===== src/rtl/compositor_pkg.sv =====
// Shared types, colour constants and ROM art for the sprite compositor.
// Sprite and tile art are closed-form functions so each ROM has fixed, reproducible contents.
package compositor_pkg;

   localparam int PIX_W = 4;

   typedef struct packed {
      logic [7:0] r;
      logic [7:0] g;
      logic [7:0] b;
   } rgb_t;

   localparam rgb_t SKY_RGB    = '{r: 8'h00, g: 8'hFF, b: 8'hFF};
   localparam rgb_t GROUND_RGB = '{r: 8'hFF, g: 8'hCC, b: 8'h66};
   localparam logic [PIX_W-1:0] TRANSPARENT_IDX = '0;

   localparam logic [0:15][23:0] PALETTE = {
      24'h000000, 24'hFFFFFF, 24'hFF0000, 24'h00FF00,
      24'h0000FF, 24'hFFFF00, 24'hFF00FF, 24'h00FFFF,
      24'h800000, 24'h008000, 24'h000080, 24'h808000,
      24'h800080, 24'h008080, 24'hC0C0C0, 24'h404040
   };

   function automatic rgb_t pal_lookup(input logic [PIX_W-1:0] idx);
      return rgb_t'(PALETTE[idx]);
   endfunction

   // Diagonal stripe per channel and animation frame; index 0 gives the transparent holes.
   function automatic logic [PIX_W-1:0] spr_pixel(input int ch, input int frame,
                                                  input int row, input int col);
      return PIX_W'(row + col + 5 * frame + 7 * ch + 3);
   endfunction

   function automatic logic [PIX_W-1:0] bg_pixel(input int row, input int col);
      return PIX_W'((row >> 3) ^ (col >> 3));
   endfunction

endpackage


===== src/rtl/sprite_channel.sv =====
// One sprite channel: per-frame shadow state, animation counters, hit/address
// stage and a synchronous sprite ROM. Output idx/hit lag DrawX/DrawY by two cycles.
module sprite_channel
   import compositor_pkg::*;
#(
   parameter int CH         = 0,
   parameter int SPR_LOG2   = 4,
   parameter int NUM_FRAMES = 4,
   parameter int ANIM_DIV   = 8
) (
   input  logic             Clk,
   input  logic             Reset,
   input  logic             frame_tick,
   input  logic [9:0]       draw_x,
   input  logic [9:0]       draw_y,
   input  logic [9:0]       x,
   input  logic [9:0]       y,
   input  logic             en,
   input  logic             flip,
   input  logic             anim,
   output logic [PIX_W-1:0] idx,
   output logic             hit
);

   localparam int FW = $clog2(NUM_FRAMES);
   localparam int DW = $clog2(ANIM_DIV);
   localparam int AW = FW + 2 * SPR_LOG2;

   logic [9:0]          x_reg, y_reg;
   logic                en_reg, flip_reg;
   logic [FW-1:0]       frame_reg;
   logic [DW-1:0]       div_reg;
   logic [9:0]          dx, dy;
   logic [SPR_LOG2-1:0] col;
   logic                hit_next;
   logic [AW-1:0]       addr_next, addr_reg;
   logic                hit_s1_reg;

   // Shadow copy and animation advance only at frame_tick, so a pixel sampled
   // in the same cycle still sees the previous frame's state.
   always_ff @(posedge Clk) begin
      if (Reset) begin
         x_reg     <= '0;
         y_reg     <= '0;
         en_reg    <= 1'b0;
         flip_reg  <= 1'b0;
         frame_reg <= '0;
         div_reg   <= '0;
      end else if (frame_tick) begin
         x_reg    <= x;
         y_reg    <= y;
         en_reg   <= en;
         flip_reg <= flip;
         if (anim) begin
            if (div_reg == DW'(ANIM_DIV - 1)) begin
               div_reg   <= '0;
               frame_reg <= frame_reg + FW'(1);
            end else begin
               div_reg <= div_reg + DW'(1);
            end
         end
      end
   end

   // Unsigned 10-bit differences make left/top clipping fall out of the range test.
   always_comb begin
      dx        = draw_x - x_reg;
      dy        = draw_y - y_reg;
      hit_next  = en_reg && (dx[9:SPR_LOG2] == '0) && (dy[9:SPR_LOG2] == '0);
      col       = flip_reg ? ~dx[SPR_LOG2-1:0] : dx[SPR_LOG2-1:0];
      addr_next = {frame_reg, dy[SPR_LOG2-1:0], col};
   end

   always_ff @(posedge Clk) begin
      if (Reset) begin
         hit_s1_reg <= 1'b0;
         hit        <= 1'b0;
      end else begin
         hit_s1_reg <= hit_next;
         hit        <= hit_s1_reg;
      end
   end

   always_ff @(posedge Clk) begin
      addr_reg <= addr_next;
      idx      <= spr_pixel(CH, int'(addr_reg[AW-1 -: FW]),
                            int'(addr_reg[2*SPR_LOG2-1 -: SPR_LOG2]),
                            int'(addr_reg[SPR_LOG2-1:0]));
   end

endmodule


===== src/rtl/sprite_compositor.sv =====
// Three-stage pixel compositor: sprite channels over sky/ground bands over a tiled
// background, with registered RGB, out_valid and winning-sprite id.
module sprite_compositor
   import compositor_pkg::*;
#(
   parameter int NUM_SPRITES = 4,
   parameter int SPR_LOG2    = 4,
   parameter int NUM_FRAMES  = 4,
   parameter int ANIM_DIV    = 8,
   parameter int BG_LOG2     = 7,
   localparam int HW         = $clog2(NUM_SPRITES) + 1
) (
   input  logic                      Clk,
   input  logic                      Reset,
   input  logic                      pix_valid,
   input  logic [9:0]                DrawX,
   input  logic [9:0]                DrawY,
   input  logic                      frame_tick,
   input  logic [9:0]                sky,
   input  logic [9:0]                ground,
   input  logic [NUM_SPRITES*10-1:0] spr_x,
   input  logic [NUM_SPRITES*10-1:0] spr_y,
   input  logic [NUM_SPRITES-1:0]    spr_en,
   input  logic [NUM_SPRITES-1:0]    spr_flip,
   input  logic [NUM_SPRITES-1:0]    spr_anim,
   output logic [7:0]                VGA_R,
   output logic [7:0]                VGA_G,
   output logic [7:0]                VGA_B,
   output logic                      out_valid,
   output logic [HW-1:0]             hit_id
);

   logic [PIX_W-1:0]     ch_idx [NUM_SPRITES];
   logic [NUM_SPRITES-1:0] ch_hit;

   for (genvar gi = 0; gi < NUM_SPRITES; gi++) begin : g_ch
      sprite_channel #(
         .CH(gi), .SPR_LOG2(SPR_LOG2), .NUM_FRAMES(NUM_FRAMES), .ANIM_DIV(ANIM_DIV)
      ) u_ch (
         .Clk        (Clk),
         .Reset      (Reset),
         .frame_tick (frame_tick),
         .draw_x     (DrawX),
         .draw_y     (DrawY),
         .x          (spr_x[10*gi +: 10]),
         .y          (spr_y[10*gi +: 10]),
         .en         (spr_en[gi]),
         .flip       (spr_flip[gi]),
         .anim       (spr_anim[gi]),
         .idx        (ch_idx[gi]),
         .hit        (ch_hit[gi])
      );
   end

   logic                   valid_s1_reg, valid_s2_reg;
   logic                   sky_s1_reg, sky_s2_reg, gnd_s1_reg, gnd_s2_reg;
   logic [2*BG_LOG2-1:0]   bg_addr_reg;
   logic [PIX_W-1:0]       bg_idx_reg;

   always_ff @(posedge Clk) begin
      if (Reset) begin
         valid_s1_reg <= 1'b0;
         valid_s2_reg <= 1'b0;
         sky_s1_reg   <= 1'b0;
         sky_s2_reg   <= 1'b0;
         gnd_s1_reg   <= 1'b0;
         gnd_s2_reg   <= 1'b0;
      end else begin
         valid_s1_reg <= pix_valid;
         valid_s2_reg <= valid_s1_reg;
         sky_s1_reg   <= (DrawY <= sky);
         sky_s2_reg   <= sky_s1_reg;
         gnd_s1_reg   <= (DrawY >= ground);
         gnd_s2_reg   <= gnd_s1_reg;
      end
   end

   always_ff @(posedge Clk) begin
      bg_addr_reg <= {DrawY[BG_LOG2-1:0], DrawX[BG_LOG2-1:0]};
      bg_idx_reg  <= bg_pixel(int'(bg_addr_reg[2*BG_LOG2-1 -: BG_LOG2]),
                              int'(bg_addr_reg[BG_LOG2-1:0]));
   end

   logic             win_found;
   logic [HW-1:0]    win_id;
   logic [PIX_W-1:0] win_idx;
   rgb_t             color_next;

   // Scan from the lowest-priority channel up so channel 0 overrides last.
   always_comb begin
      win_found = 1'b0;
      win_id    = '1;
      win_idx   = TRANSPARENT_IDX;
      for (int i = NUM_SPRITES - 1; i >= 0; i--) begin
         if (ch_hit[i] && ch_idx[i] != TRANSPARENT_IDX) begin
            win_found = 1'b1;
            win_id    = HW'(i);
            win_idx   = ch_idx[i];
         end
      end
      if (win_found)       color_next = pal_lookup(win_idx);
      else if (sky_s2_reg) color_next = SKY_RGB;
      else if (gnd_s2_reg) color_next = GROUND_RGB;
      else                 color_next = pal_lookup(bg_idx_reg);
   end

   always_ff @(posedge Clk) begin
      if (Reset) begin
         VGA_R     <= '0;
         VGA_G     <= '0;
         VGA_B     <= '0;
         out_valid <= 1'b0;
         hit_id    <= '1;
      end else begin
         out_valid <= valid_s2_reg;
         if (valid_s2_reg) begin
            VGA_R  <= color_next.r;
            VGA_G  <= color_next.g;
            VGA_B  <= color_next.b;
            hit_id <= win_id;
         end else begin
            VGA_R  <= '0;
            VGA_G  <= '0;
            VGA_B  <= '0;
            hit_id <= '1;
         end
      end
   end

endmodule


===== config.mk =====
export PLATFORM = sky130hd
export DESIGN_NAME = sprite_compositor
export DESIGN_NICKNAME = d
export VERILOG_FILES = /design/src/rtl/compositor_pkg.sv /design/src/rtl/sprite_channel.sv /design/src/rtl/sprite_compositor.sv
export SDC_FILE = /design/constraint.sdc
export NUM_CORES = 1
export LEC_CHECK = 0
export CORE_AREA = 2 2 124 186
export DETAILED_ROUTE_END_ITERATION = 10
export DIE_AREA = 0 0 126 188
export PLACE_DENSITY = 0.8
export SYNTH_ARGS = -nofsm -noshare
export SYNTH_HDL_FRONTEND = slang
export SYNTH_HIERARCHICAL = 1
export SYNTH_SLANG_ARGS = --single-unit

===== constraint.sdc =====
create_clock -name Clk -period 2.4 [get_ports Clk]
set_input_delay 0.36 -clock Clk [delete_from_list [all_inputs] [get_ports Clk]]
set_output_delay 0.36 -clock Clk [all_outputs]
set_load 0.1 [all_outputs]

==> out/metrics.yaml <==
power_mw: 10.3
drc: 0
dieArea_mm2: 0.0237
hold_viol_final: 0
avgViaCountPerCell: 5.44
rr_worst_depth: 9
synth-seq-cells: 205
cp-end-kind: "flop"
syn_inst: 1329
fin_cells: 1924
initial_core_util: 0.548
grt_pass1_wl_mm: 51.2
clk_pin_slew_ns: 0.07
grt_max_degree: 52
cts_hold_buf: 0
relSlewSlack: 0.646
grt_usage: 0.269
first_iter_violations: 625
timing.final.ws_setup_ns: -0.0383
hpwl_mm: 26.0
fin_skew_ns: 0.00882
layout-drive-gt1-share: 0.180
r2r-end: "g_ch[3].u_ch/hit_s1_reg"
post-route-period-util: 1.02
avgRoutedWirePerCell_um: 17.1
fin_crit_ns: 2.44
cts-buffers-inserted: 20
peakVddDrop_uv: 689
grt_pass1_vias: 10558
r2r-start: "g_ch[3].u_ch/y_reg[8]"
syn_area_mm2: 0.0121
synth_cell_type_count: 85
multi_input_area_mm2: 0.00728
tritoncts: "yes"
port_buffers: 163
hold_slack_ns: 0.169
place_inst: 1883
yosysWarnings: 6
power.leakage_nw: 7.32
crit_type: "in -> reg"
p_per_area_mw_per_mm2: 645
worstMarginPinSlew_ns: 0.531
synth_seq_area_share: 0.338
num_rows: 67
dr.pass1.iters: 5
critPathLaunch: "DrawY[8]"
setup_tns_ns: -0.0383
antenna_cells: 0
max-cap-violations: 0
async_flop_share: 0
die_h_um: 188
hp-class: "in -> reg"
fill_cells: 1672
yosys.area.top_type: "dfxtp_1"
mappedNetlistNets: 1613
ctsHtreeMaxLevel: 1
status: "complete, but fails checks"
coreArea_mm2: 0.0221
synth_area_leaders: "dfxtp_1 34%, ha_1 13%, mux2i_1 8.2%"
violations: "setup timing"
synthMostInstantiatedCell: "dfxtp_1"
slew_viol_final: 0
clk_path_buf_depth: 3
grt_overflow: 0
gp_congestion: 0.931
crit_path_start_kind: "input pin"
clockRootBuffer: "clkbuf_16"
wl_mm: 33.0
io_pins: 164
clock_latency_ns: 0.50
synth-edff-count: 0
antenna_found_initial: 0
vias: 10475
synth_commonest_cells: "205 x dfxtp_1, 173 x inv_1, 146 x nor2_1, 126 x ha_1, 99 x mux2i_1"
seqCellArea_mm2: 0.00411
setup_viol: 1
synth_top_area_frac: 0.338
die_x_um: 126
path_max_fanout: 2
required_ns: 2.82
ys.flop_type: "dfxtp_1"
numClockSinks: 205
fmax_mhz: 410
antenna_left: 0
endpoint: "g_ch[3].u_ch/hit_s1_reg"
syn_avg_cell_area_um2: 9.13
nNetsFinal: 1918
rsz0062_at_grt: "yes"
area_growth_pct: 31.1
dp_slack_ns: -0.611
r2r_slack_ns: 0
arrival_ns: 2.86
## placed cells by master, fill, tap and decap left out, types with 4 or more instances in the layout
| master | netlist | final |
|---|---|---|
| inv_1 | 173 | 170 |
| dfxtp_1 | 205 | 202 |
| clkbuf_16 | 0 | 21 |
| o21ai_0 | 35 | 34 |
| or3_1 | 7 | 7 |
| nand2b_1 | 18 | 18 |
| a21o_1 | 21 | 21 |
| mux2i_1 | 99 | 99 |
| a21oi_1 | 60 | 58 |
| o2111ai_1 | 10 | 9 |
| nor2b_1 | 23 | 21 |
| a31oi_1 | 9 | 8 |
| and3_1 | 5 | 5 |
| nand3_1 | 19 | 19 |
| ha_1 | 126 | 123 |
| o21a_1 | 6 | 6 |
| a211oi_1 | 9 | 9 |
| o22ai_1 | 7 | 6 |
| o211ai_1 | 6 | 6 |
| nand4_1 | 14 | 14 |
| a221oi_1 | 4 | 4 |
| inv_6 | 0 | 4 |
| xor2_1 | 42 | 42 |
| inv_2 | 1 | 4 |
| fa_2 | 0 | 6 |
| dlymetal6s2s_1 | 0 | 4 |
| clkinv_2 | 0 | 5 |
| nand2_1 | 44 | 44 |
| fa_1 | 22 | 16 |
| buf_4 | 13 | 193 |
| nor3_1 | 23 | 21 |
| nor3b_1 | 7 | 6 |
| o21ai_1 | 5 | 4 |
| nor2_1 | 146 | 146 |
| xnor2_1 | 52 | 51 |
| o31ai_1 | 4 | 4 |
| nor4_2 | 5 | 5 |
| clkdlybuf4s50_1 | 0 | 128 |
| nand3b_1 | 4 | 4 |
## worst max-delay path, cell delays in order
cell	delay, ns
clkdlybuf4s50_1	0.51
ha_1	0.37
inv_2	0.06
a2111oi_4	0.33
o311ai_1	0.16
a311oi_1	0.29
nand4_1	0.14
or4_4	0.43
nor4_2	0.20
## per-stage QoR
stage / area, um^2 / utilization
after global placement: 15000 / 0.679
final: 15900 / 0.719
after floorplan: 12100 / -
after global routing: 15900 / 0.719
after CTS: 15700 / 0.711
after detailed placement: 15000 / 0.679
## area by class of cell
cell class,count,area share
well taps,276,0.0217
multi-input cells,904,0.458
flip-flops and latches,205,0.258
repair buffers,329,0.179
clock inverters,14,0.00951
clock buffers,22,0.0333
inverters,174,0.0410
## worst min-delay path by stage
| stage | slack (ns) | end | depth (start not counted) | startpoint |
|---|---|---|---|---|
| after detailed placement | 0.36 | g_ch[3].u_ch/addr_reg[9] | 0 | g_ch[3].u_ch/frame_reg[1] |
| final | 0.17 | g_ch[2].u_ch/x_reg[1] | 2 | Reset |
| after global placement | 0.36 | g_ch[0].u_ch/addr_reg[9] | 0 | g_ch[0].u_ch/frame_reg[1] |
| after global routing | 0.17 | g_ch[2].u_ch/x_reg[1] | 2 | Reset |
| after CTS | 0.15 | g_ch[2].u_ch/x_reg[1] | 2 | Reset |
| after floorplan | 0.35 | g_ch[0].u_ch/addr_reg[9] | 0 | g_ch[0].u_ch/frame_reg[1] |
## per-layer routing
metal  global-route usage  share of wire  vias up
li1                     -              -     5134
met1                0.297           0.38     4915
met2                0.504           0.52      328
met3               0.0257          0.050       98
met4                0.137          0.057        0
met5                    0              0        -
## cell families (layout without fill, tap and decap cells)
| group | Yosys count | after routing | synth area share |
|---|---|---|---|
| compound gates | 223 | 223 | 0.130 |
| simple gates | 336 | 336 | 0.138 |
| mux | 103 | 103 | 0.0863 |
| fa+ha+maj | 148 | 148 | 0.166 |
| buf+inv | 220 | 539 | 0.0731 |
| xor+xnor | 94 | 94 | 0.0678 |
| flops | 205 | 205 | 0.338 |
## repair_timing
action | CTS | global route
endpoints found under the setup margin | 4 | 5
gates resized for setup | 9 | 34
buffers inserted | 0 | 5
pin swaps | 1 | 18
## power by group
| group | switching (mW) | internal [mW] | total [mW] |
|---|---|---|---|
| clock | 1.42 | 1.85 | 3.28 |
| sequential | 0.330 | 3.77 | 4.10 |
| combinational | 1.44 | 1.44 | 2.88 |
Note: power is estimated with default switching activity, not from simulation.
